$ cat src/rtl/aes_loader_pkg.sv
// Shared constants and state encoding for the AES block loader.
package aes_loader_pkg;
  localparam int WORD_W    = 32;
  localparam int KEY_WORDS = 8;
  localparam int PT_WORDS  = 4;
  localparam int CT_WORDS  = PT_WORDS;

  typedef enum logic [2:0] {
    ST_IDLE     = 3'd0,
    ST_LOAD_KEY = 3'd1,
    ST_LOAD_PT  = 3'd2,
    ST_START    = 3'd3,
    ST_RUN      = 3'd4,
    ST_UNLOAD   = 3'd5
  } state_e;
endpackage

$ cat src/rtl/aes_block_loader_if.sv
// Word-stream and AES-core signals of the block loader, grouped as one bundle.
interface aes_block_loader_if;
  import aes_loader_pkg::*;

  logic                       in_valid_i;
  logic                       in_ready_o;
  logic [WORD_W-1:0]          in_data_i;
  logic                       in_key_i;
  logic                       out_valid_o;
  logic                       out_ready_i;
  logic [WORD_W-1:0]          out_data_o;
  logic [KEY_WORDS*WORD_W-1:0] core_key_o;
  logic [PT_WORDS*WORD_W-1:0] core_plaintext_o;
  logic                       core_en_o;
  logic                       core_rst_n_o;
  logic                       core_done_i;
  logic [CT_WORDS*WORD_W-1:0] core_ciphertext_i;
  logic                       busy_o;
  logic                       err_o;

  modport slave (
    input  in_valid_i, in_data_i, in_key_i, out_ready_i, core_done_i, core_ciphertext_i,
    output in_ready_o, out_valid_o, out_data_o, core_key_o, core_plaintext_o,
           core_en_o, core_rst_n_o, busy_o, err_o
  );

  modport master (
    output in_valid_i, in_data_i, in_key_i, out_ready_i, core_done_i, core_ciphertext_i,
    input  in_ready_o, out_valid_o, out_data_o, core_key_o, core_plaintext_o,
           core_en_o, core_rst_n_o, busy_o, err_o
  );
endinterface

$ cat src/rtl/aes_word_sipo.sv
// Serial-in/parallel-out word register; word 0 lands in the most significant slot.
module aes_word_sipo
  import aes_loader_pkg::*;
#(
  parameter int N_WORDS = PT_WORDS,
  parameter int W       = WORD_W
) (
  input  logic                       clk_i,
  input  logic                       rst_i,
  input  logic                       wr_en_i,
  input  logic [$clog2(N_WORDS)-1:0] idx_i,
  input  logic [W-1:0]               data_i,
  output logic [N_WORDS*W-1:0]       data_o
);
  logic [N_WORDS*W-1:0] data_q, data_d;

  always_comb begin
    data_d = data_q;
    if (wr_en_i) data_d[(N_WORDS-1-int'(idx_i))*W +: W] = data_i;
  end

  always_ff @(posedge clk_i or posedge rst_i) begin
    if (rst_i) data_q <= '0;
    else       data_q <= data_d;
  end

  assign data_o = data_q;
endmodule

$ cat src/rtl/aes_block_loader.sv
// Loads key/plaintext words into an AES core, runs it with a timeout and streams out the ciphertext.
//   state    | meaning
//   IDLE     | waiting for the first word of a key or plaintext block
//   LOAD_KEY | collecting key words 1..7
//   LOAD_PT  | collecting plaintext words 1..3
//   START    | one-cycle core restart pulse
//   RUN      | core enabled, waiting for done or timeout
//   UNLOAD   | handing out the four ciphertext words
module aes_block_loader
  import aes_loader_pkg::*;
#(
  parameter int TIMEOUT_CYCLES = 1023
) (
  input  logic clk_i,
  input  logic rst_i,
  aes_block_loader_if.slave bus
);
  localparam int CNT_W = $clog2(TIMEOUT_CYCLES + 1);

  localparam logic [2:0] IDLE     = ST_IDLE;
  localparam logic [2:0] LOAD_KEY = ST_LOAD_KEY;
  localparam logic [2:0] LOAD_PT  = ST_LOAD_PT;
  localparam logic [2:0] START    = ST_START;
  localparam logic [2:0] RUN      = ST_RUN;
  localparam logic [2:0] UNLOAD   = ST_UNLOAD;

  logic [2:0]                   state_q, state_d;
  logic [2:0]                   wcnt_q, wcnt_d;
  logic [CNT_W-1:0]             cyc_q, cyc_d;
  logic                         key_valid_q, key_valid_d;
  logic [CT_WORDS*WORD_W-1:0]   ct_q, ct_d;
  logic [KEY_WORDS*WORD_W-1:0]  key_q;
  logic [PT_WORDS*WORD_W-1:0]   pt_q;
  logic in_ready, in_fire, out_fire, key_wr, pt_wr, timeout, idle_err;

  assign in_ready = (state_q == IDLE) || (state_q == LOAD_KEY) || (state_q == LOAD_PT);
  assign in_fire  = bus.in_valid_i && in_ready;
  assign out_fire = (state_q == UNLOAD) && bus.out_ready_i;
  // in_key_i only matters on the first word of a block, i.e. while in IDLE
  assign key_wr   = in_fire && (((state_q == IDLE) && bus.in_key_i) || (state_q == LOAD_KEY));
  assign pt_wr    = in_fire && (((state_q == IDLE) && !bus.in_key_i && key_valid_q) ||
                                (state_q == LOAD_PT));
  assign idle_err = in_fire && (state_q == IDLE) && !bus.in_key_i && !key_valid_q;
  assign timeout  = (state_q == RUN) && !bus.core_done_i && (cyc_q == CNT_W'(TIMEOUT_CYCLES));

  aes_word_sipo #(.N_WORDS(KEY_WORDS), .W(WORD_W)) u_key_sipo (
    .clk_i   (clk_i),
    .rst_i   (rst_i),
    .wr_en_i (key_wr),
    .idx_i   (wcnt_q),
    .data_i  (bus.in_data_i),
    .data_o  (key_q)
  );

  aes_word_sipo #(.N_WORDS(PT_WORDS), .W(WORD_W)) u_pt_sipo (
    .clk_i   (clk_i),
    .rst_i   (rst_i),
    .wr_en_i (pt_wr),
    .idx_i   (wcnt_q[1:0]),
    .data_i  (bus.in_data_i),
    .data_o  (pt_q)
  );

  always_comb begin
    state_d     = state_q;
    wcnt_d      = wcnt_q;
    cyc_d       = cyc_q;
    key_valid_d = key_valid_q;
    ct_d        = ct_q;
    case (state_q)
      IDLE: begin
        if (key_wr) begin
          state_d     = LOAD_KEY;
          wcnt_d      = 3'd1;
          key_valid_d = 1'b0;
        end else if (pt_wr) begin
          state_d = LOAD_PT;
          wcnt_d  = 3'd1;
        end
      end
      LOAD_KEY: begin
        if (in_fire) begin
          if (wcnt_q == 3'(KEY_WORDS - 1)) begin
            state_d     = IDLE;
            wcnt_d      = '0;
            key_valid_d = 1'b1;
          end else begin
            wcnt_d = wcnt_q + 3'd1;
          end
        end
      end
      LOAD_PT: begin
        if (in_fire) begin
          if (wcnt_q == 3'(PT_WORDS - 1)) begin
            state_d = START;
            wcnt_d  = '0;
          end else begin
            wcnt_d = wcnt_q + 3'd1;
          end
        end
      end
      START: begin
        state_d = RUN;
        cyc_d   = '0;
      end
      RUN: begin
        if (bus.core_done_i) begin
          state_d = UNLOAD;
          ct_d    = bus.core_ciphertext_i;
          cyc_d   = '0;
        end else if (timeout) begin
          state_d = IDLE;
          cyc_d   = '0;
        end else begin
          cyc_d = cyc_q + CNT_W'(1);
        end
      end
      UNLOAD: begin
        if (out_fire) begin
          if (wcnt_q == 3'(CT_WORDS - 1)) begin
            state_d = IDLE;
            wcnt_d  = '0;
          end else begin
            wcnt_d = wcnt_q + 3'd1;
          end
        end
      end
      default: begin
        state_d = IDLE;
        wcnt_d  = '0;
      end
    endcase
  end

  always_ff @(posedge clk_i or posedge rst_i) begin
    if (rst_i) begin
      state_q     <= IDLE;
      wcnt_q      <= '0;
      cyc_q       <= '0;
      key_valid_q <= 1'b0;
      ct_q        <= '0;
    end else begin
      state_q     <= state_d;
      wcnt_q      <= wcnt_d;
      cyc_q       <= cyc_d;
      key_valid_q <= key_valid_d;
      ct_q        <= ct_d;
    end
  end

  assign bus.in_ready_o       = in_ready;
  assign bus.out_valid_o      = (state_q == UNLOAD);
  assign bus.out_data_o       = (state_q == UNLOAD) ?
                                ct_q[(CT_WORDS-1-int'(wcnt_q[1:0]))*WORD_W +: WORD_W] : '0;
  assign bus.core_key_o       = key_q;
  assign bus.core_plaintext_o = pt_q;
  assign bus.core_en_o        = (state_q == START) || (state_q == RUN);
  assign bus.core_rst_n_o     = (state_q != START);
  assign bus.busy_o           = (state_q != IDLE);
  assign bus.err_o            = idle_err || timeout;
endmodule

$ cat src/flat_wrapper.sv
// flat-port wrapper written by rule: the top's interface ports become plain ports
module aes_block_loader_flat import aes_loader_pkg::*;
#(
  parameter int TIMEOUT_CYCLES = 1023
)
  (clk_i, rst_i, bus_in_valid_i, bus_in_data_i, bus_in_key_i, bus_out_ready_i, bus_core_done_i, bus_core_ciphertext_i, bus_in_ready_o, bus_out_valid_o, bus_out_data_o, bus_core_key_o, bus_core_plaintext_o, bus_core_en_o, bus_core_rst_n_o, bus_busy_o, bus_err_o);
  aes_block_loader_if bus_i ();
  input  logic clk_i;
  input  logic rst_i;
  input wire logic [$bits(bus_i.in_valid_i)-1:0] bus_in_valid_i;
  input wire logic [$bits(bus_i.in_data_i)-1:0] bus_in_data_i;
  input wire logic [$bits(bus_i.in_key_i)-1:0] bus_in_key_i;
  input wire logic [$bits(bus_i.out_ready_i)-1:0] bus_out_ready_i;
  input wire logic [$bits(bus_i.core_done_i)-1:0] bus_core_done_i;
  input wire logic [$bits(bus_i.core_ciphertext_i)-1:0] bus_core_ciphertext_i;
  output wire logic [$bits(bus_i.in_ready_o)-1:0] bus_in_ready_o;
  output wire logic [$bits(bus_i.out_valid_o)-1:0] bus_out_valid_o;
  output wire logic [$bits(bus_i.out_data_o)-1:0] bus_out_data_o;
  output wire logic [$bits(bus_i.core_key_o)-1:0] bus_core_key_o;
  output wire logic [$bits(bus_i.core_plaintext_o)-1:0] bus_core_plaintext_o;
  output wire logic [$bits(bus_i.core_en_o)-1:0] bus_core_en_o;
  output wire logic [$bits(bus_i.core_rst_n_o)-1:0] bus_core_rst_n_o;
  output wire logic [$bits(bus_i.busy_o)-1:0] bus_busy_o;
  output wire logic [$bits(bus_i.err_o)-1:0] bus_err_o;
  assign bus_i.in_valid_i = bus_in_valid_i;
  assign bus_i.in_data_i = bus_in_data_i;
  assign bus_i.in_key_i = bus_in_key_i;
  assign bus_i.out_ready_i = bus_out_ready_i;
  assign bus_i.core_done_i = bus_core_done_i;
  assign bus_i.core_ciphertext_i = bus_core_ciphertext_i;
  assign bus_in_ready_o = bus_i.in_ready_o;
  assign bus_out_valid_o = bus_i.out_valid_o;
  assign bus_out_data_o = bus_i.out_data_o;
  assign bus_core_key_o = bus_i.core_key_o;
  assign bus_core_plaintext_o = bus_i.core_plaintext_o;
  assign bus_core_en_o = bus_i.core_en_o;
  assign bus_core_rst_n_o = bus_i.core_rst_n_o;
  assign bus_busy_o = bus_i.busy_o;
  assign bus_err_o = bus_i.err_o;
  aes_block_loader #(.TIMEOUT_CYCLES(TIMEOUT_CYCLES)) u_core (.clk_i(clk_i), .rst_i(rst_i), .bus(bus_i));
endmodule
$ cat config.mk
export PLATFORM = sky130hd
export DESIGN_NAME = aes_block_loader_flat
export DESIGN_NICKNAME = d
export VERILOG_FILES = /design/src/rtl/aes_loader_pkg.sv /design/src/rtl/aes_block_loader_if.sv /design/src/rtl/aes_word_sipo.sv /design/src/rtl/aes_block_loader.sv /design/src/flat_wrapper.sv
export SDC_FILE = /design/constraint.sdc
export NUM_CORES = 1
export LEC_CHECK = 0
export ABC_AREA = 1
export CORE_MARGIN = 1
export CORE_UTILIZATION = 45
export CTS_BUF_LIST = sky130_fd_sc_hd__clkbuf_2
export CTS_CLUSTER_SIZE = 30
export DETAILED_ROUTE_END_ITERATION = 10
export PLACE_DENSITY = 0.74
export SLEW_MARGIN = 20
export SYNTH_ARGS = -nofsm -noshare
export SYNTH_HDL_FRONTEND = slang
export SYNTH_HIERARCHICAL = 1
export SYNTH_SLANG_ARGS = --single-unit
$ cat constraint.sdc
create_clock -name clk_i -period 16.4 [get_ports clk_i]
set_input_delay 1.64 -clock clk_i [delete_from_list [all_inputs] [get_ports clk_i]]
set_output_delay 1.64 -clock clk_i [all_outputs]
set_load 0.05 [all_outputs]
# Word level (Yosys, flattened, before mapping)
# Cells that the tools add are included.
# op_classes
eq_ne	18
addsub	6
shift	5
bitwise_logic	1
n_reduce_logical	30
mux	29
# op_table
cell	count
bitwise mux 256 bit	1
variable shift 32 x 33 -> 256 bit (first input constant)	1
variable part select 32 x 33 -> 256 bit	1
bitwise mux 128 bit	1
variable shift 32 x 33 -> 128 bit (first input constant)	1
variable part select 128 x 32 -> 32 bit	1
variable part select 32 x 33 -> 128 bit	1
negation 32 -> 33 bit	2
2-to-1 mux 3 bit	17
2-to-1 mux 32 bit	1
2-to-1 mux 10 bit	2
one-hot mux 10 bit (2 select lines)	1
one-hot mux 3 bit (6 select lines)	1
one-hot mux 3 bit (5 select lines)	1
logical AND 1 bit	12
adder 10 x 1 -> 10 bit (second input constant)	1
== test 10 bit (second input constant)	1
!= test 2 x 1 -> 1 bit (second input constant)	5
== test 3 x 2 -> 1 bit (second input constant)	3
== test 3 bit (second input constant)	3
AND reduction 8 bit	1
logical OR 1 bit	6
!= test 3 x 2 -> 1 bit (second input constant)	2
AND reduction 5 bit	1
other kinds (16)	22
# word_totals
wordCells	96
ff_bits	529
input_bits	166
output_inout_bits	422

# Depth between registers and ports, before layout
# depth
word_depth	8
depth_mapped	12
mapped_depth_nobuf	9

# By module
# The synthesis kept the hierarchy.
# by_module_without_submodules
module	seq_area_each_um2	n_inst	cells_per_inst	area_each_um2
aes_word_sipo (u_core.u_key_sipo)	6406.1	1	1319	11204.5
aes_block_loader	3628.5	1	712	7095.6
aes_word_sipo (u_core.u_pt_sipo)	3203.1	1	711	5501.5

# Worst setup path before layout
# Ideal clock, no wire load.
# synth_path
path_type	in2out
from	in bus_core_done_i
to	out bus_err_o
n_path_buf	0
path_slack_ns	11.863
path_stages	1
arrival_time_ns	2.897
required_time_ns	14.760
cell_sequence	o32ai_1
# synth_via
elab_chain_cells	4
# synth_rtl
item	line	source
start: declaration	flat_wrapper.sv:14	input wire logic [$bits(bus_i.core_done_i)-1:0] bus_core_done_i;
logical NOT 1 bit	aes_block_loader.sv:44	assign timeout = (state_q == RUN) && !bus.core_done_i && (cyc_q == CNT_W'(TIMEOUT_CYCLES));
logical AND 1 bit (2 in series)	aes_block_loader.sv:44	
logical OR 1 bit	aes_block_loader.sv:160	assign bus.err_o = idle_err || timeout;
end: declaration	flat_wrapper.sv:24	output wire logic [$bits(bus_i.err_o)-1:0] bus_err_o;
# No other way between the ends.

# Final worst setup path
# layout_path
from	reg u_core.wcnt_q[0]
to	out bus_out_data_o[19]
# layout_via
elab_chain_cells	3
# layout_rtl
item	line	source
start: declaration	aes_block_loader.sv:28	logic [2:0] wcnt_q, wcnt_d;
start signal: assignment	aes_block_loader.sv:144	wcnt_q <= wcnt_d;
subtractor 2 x 2 -> 3 bit	aes_block_loader.sv:154	ct_q[(CT_WORDS-1-int'(wcnt_q[1:0]))*WORD_W +: WORD_W] : '0;
variable part select 128 x 32 -> 32 bit	aes_block_loader.sv:154	
2-to-1 mux 32 bit	aes_block_loader.sv:153	assign bus.out_data_o = (state_q == UNLOAD) ?
end: declaration	flat_wrapper.sv:18	output wire logic [$bits(bus_i.out_data_o)-1:0] bus_out_data_o;
# No other way between the ends.

==> reports/qor.yml <==
status:
  status: "completed"
synthesis:
  synth-async-reset-ratio_pct: 100
  seq_cells_post_synth: 529
  syn_area_um2: 23800
  yosys.area_share.xor_xnor_pct: 0.110
  synth_ff_type: "sky130_fd_sc_hd__dfrtp_1"
  mux_cell_area_share_after_synthesis_pct: 4.72
  synth_area_per_cell_um2: 8.68
  synth_simple_gate_area_share_pct: 25.6
  synth_edf_count: 0
  synth_top_family_by_area: "simple AND/OR/NAND/NOR gates"
  synthesis.yosys.warnings: 6
  synth_compound_area_share_pct: 6.95
  number_of_distinct_standard_cells_referenced_by_the_synthesized_netlist: 36
  seq_area_frac_synth_pct: 55.6
  synth.net_count: 2921
  synth_cells: 2742
  share_of_synthesized_cell_area_in_full_adder_half_adder_and_majority_cells_pct: 0.683
global_route:
  grt_pass1_vias: 21400
  global_route.usage.met3_pct: 9.76
  grt_overflow: 0
  antenna_found_initial: 5
  gr-usage-met1_pct: 40.4
  groute.usage.overall_pct: 32.4
  maximum_number_of_pins_on_one_net_before_global_route_repair: 112
  peak_usage_layer_in_the_global_routing_report: "met2"
  met2_usage_pct: 50.9
  grt_first_pass_wirelength_mm: 130
sta:
  max_slew.worst_pin.slew_ps: 1210
  period_needed_ps: 6090
  worst_slack_on_hold_paths_ps: 482
  timing_max_transition_violations_final: 0
  finalHoldViolCount: 0
  skew_ps: 89.8
  final.setup.tns_ps: 0
  number_of_setup_violations_in_the_final_report: 0
  final.setup.worst_slack_ps: 10310
  worst_slew_margin_rel_pct: 19.3
  layout_worst_path_cycle_share_pct: 37.1
  rsz_0062_raised_after_global_routing: "no"
  fmax_mhz: 164
clock_tree:
  holdBufCountCts: 0
  tritoncts: "done"
  cts_repair_resize_count: 0
  cts.repair_timing.setup_buffer_count: 0
  cts.path.max_buffers: 3
  worst_skew_pair.late_latency_ps: 1340
  cts_root_buf: "sky130_fd_sc_hd__clkbuf_2"
  cts-buffers-inserted: 141
  cts.htree.levels: 4
  clk_pin_slew_ps: 100
  cts.sink_count: 529
setup_path:
  crit_path_cell_trace: "buf_4, nor2_1, nor2_1, o21ai_0, a21oi_1, clkdlybuf4s50_1"
  cp-end-kind: "output pin"
  largest_fanout_of_any_net_on_the_critical_path: 84
  timing_worst_setup_path_type: "register to output pin"
  worst-endpoint-required_ps: 14760
  sum_of_buffers_and_inverters_on_the_critical_path: 2
  timing.critical_path.mode_cell: "sky130_fd_sc_hd__nor2_1"
  cpLargestDelayFamily: "buffers and inverters"
  crit_path_max_incr_delay_ps: 880
  cp-start-kind: "register"
  worst_path_max_delay_cell: "sky130_fd_sc_hd__dfrtp_4"
  arrival_time_worst_endpoint_ps: 4450
routing:
  drt_pre_antenna_iters: 6
  drt_iter0_markers: 2341
  vias_per_cell: 5.36
  remaining_drc_errors: 0
  antenna_left: 0
  detail_route.wirelength_mm: 87.7
  route.vias.total: 21900
  wire_per_inst_um: 21.4
finish:
  drive_above_1_share_pct: 12.2
  fin_util_pct: 59.9
  num-fill-cells: 4482
  mostFrequentLayoutCell: "sky130_fd_sc_hd__nand2_1"
  mostFrequentLayoutCells: "sky130_fd_sc_hd__nand2_1, sky130_fd_sc_hd__clkdlybuf4s50_1, sky130_fd_sc_hd__dfrtp_1, sky130_fd_sc_hd__nor2_1, sky130_fd_sc_hd__clkbuf_2"
  final_area_um2: 31000
  nNetsFinal: 3500
  area_growth_pct: 30.4
hold_path:
  min_path_type: "register to register"
die:
  die-height_um: 232
  rows: 83
  die-area_um2: 53800
  io-pin-count: 588
  coreArea_um2: 51800
  die_w_um: 232
  start_util_pct: 45.9
flow_run:
  timing.max_cap.violations: 0
power_and_ir_drop:
  vdd.ir_drop.worst_v: 0.000106
  power.leakage_uw: 0.0154
  p_per_area_nw_per_um2: 148
placement:
  place.port_buffers: 587
  placed_area_um2: 29800
  dp_slack_ps: 11250
  dp.final_hpwl_mm: 61.2
  place.gp.congestion: 0.922
## per-stage QoR
step	power, uW	instances
after global routing	4820	4092
after global placement	3620	3858
after CTS	4590	4087
after floorplan	3050	2742
after detailed placement	3670	3858
final	4580	4092
## final timing paths
path | startpoint | endpoint | slack, ps | cells past startpoint
setup / recovery | u_core/wcnt_q[0]$_DFFE_PP0P_ | bus_out_data_o[19] | 10310 | 6
setup reg to reg | u_core/wcnt_q[0]$_DFFE_PP0P_ | u_core/u_key_sipo/data_o[173]$_DFFE_PP0P_ | 12070 | 7
min in group asynchronous | rst_i | u_core/u_key_sipo/data_o[15]$_DFFE_PP0P_ | 1020 | 2
max in group asynchronous | rst_i | u_core/u_key_sipo/data_o[43]$_DFFE_PP0P_ | 12970 | 4
hold / removal | u_core/u_key_sipo/data_o[71]$_DFFE_PP0P_ | u_core/u_key_sipo/data_o[71]$_DFFE_PP0P_ | 480 | 2
hold reg to reg | u_core/u_key_sipo/data_o[71]$_DFFE_PP0P_ | u_core/u_key_sipo/data_o[71]$_DFFE_PP0P_ | 480 | 2
## flip-flops by register name, indices dropped and copies added, names as in the netlist
| signal | flops |
|---|---|
| u_core/cyc_q | 10 |
| u_core/state_q | 3 |
| u_core/u_pt_sipo/data_o | 128 |
| u_core/u_key_sipo/data_o | 256 |
| u_core/key_valid_q | 1 |
| u_core/wcnt_q | 3 |
| u_core/ct_q | 128 |
## routing by layer
layer  vias to the layer above  wire (um)
li1                       9956          -
met1                     10500      33300
met2                      1281      41000
met3                       216       9310
met4                         6       3990
met5                         -         41
## area by class of cell
type	instances	area, um2	area share, %
antenna	5	12.5	0.0403
clock buffer	205	1030	3.31
clock inverter	24	169	0.544
inverter	148	572	1.84
multi-input combinational	1887	9080	29.3
sequential	529	13200	42.7
tap	680	851	2.74
timing repair buffer	614	6080	19.6
## worst reg2reg max path: stages, from the launching register on
cell and delay, ps:
sky130_fd_sc_hd__dfrtp_4 880, sky130_fd_sc_hd__ha_2 360, sky130_fd_sc_hd__ha_1 790, sky130_fd_sc_hd__clkinv_1 1190
sky130_fd_sc_hd__nand3_1 580, sky130_fd_sc_hd__nor2_1 210, sky130_fd_sc_hd__nand3_1 190, sky130_fd_sc_hd__nand2_1 60
## cells by family (layout without fill, tap and decap cells)
| family | Yosys count | after routing |
|---|---|---|
| AO/OA/AOI/OAI | 277 | 277 |
| XOR/XNOR | 3 | 3 |
| adder cells (fa/ha/maj) | 13 | 13 |
| buffers and inverters | 326 | 991 |
| flip-flops | 529 | 529 |
| multiplexers | 96 | 96 |
| other | 0 | 5 |
| AND/OR/NAND/NOR | 1498 | 1498 |
## report_power, final
group | internal, uW | switching (uW) | total, uW
combinational | 586 | 1270 | 1860
clock | 374 | 547 | 921
sequential | 1590 | 206 | 1800
## synthesized netlist by cell type, types with 4 or more instances
cell                       count  area share, %
sky130_fd_sc_hd__a21oi_1      38           0.80
sky130_fd_sc_hd__a21oi_2      30            1.1
sky130_fd_sc_hd__buf_1         4          0.063
sky130_fd_sc_hd__buf_2        75            1.6
sky130_fd_sc_hd__buf_4        19           0.60
sky130_fd_sc_hd__buf_6        15           0.71
sky130_fd_sc_hd__clkbuf_1     65            1.0
sky130_fd_sc_hd__dfrtp_1     529             56
sky130_fd_sc_hd__ha_1         13           0.68
sky130_fd_sc_hd__inv_1       143            2.3
sky130_fd_sc_hd__mux2_2       85            4.0
sky130_fd_sc_hd__mux2_4       11           0.69
sky130_fd_sc_hd__nand2_1     974             15
sky130_fd_sc_hd__nand3_1     126            2.6
sky130_fd_sc_hd__nand4_1      63            1.7
sky130_fd_sc_hd__nor2_1      294            4.6
sky130_fd_sc_hd__nor2_2        5           0.13
sky130_fd_sc_hd__nor2_4        4           0.19
sky130_fd_sc_hd__nor3_1       19           0.40
sky130_fd_sc_hd__o211ai_1     32            1.0
sky130_fd_sc_hd__o21ai_0     155            3.3
sky130_fd_sc_hd__o21ai_2      18           0.66
No activity file was read; power rests on OpenSTA's default activity.
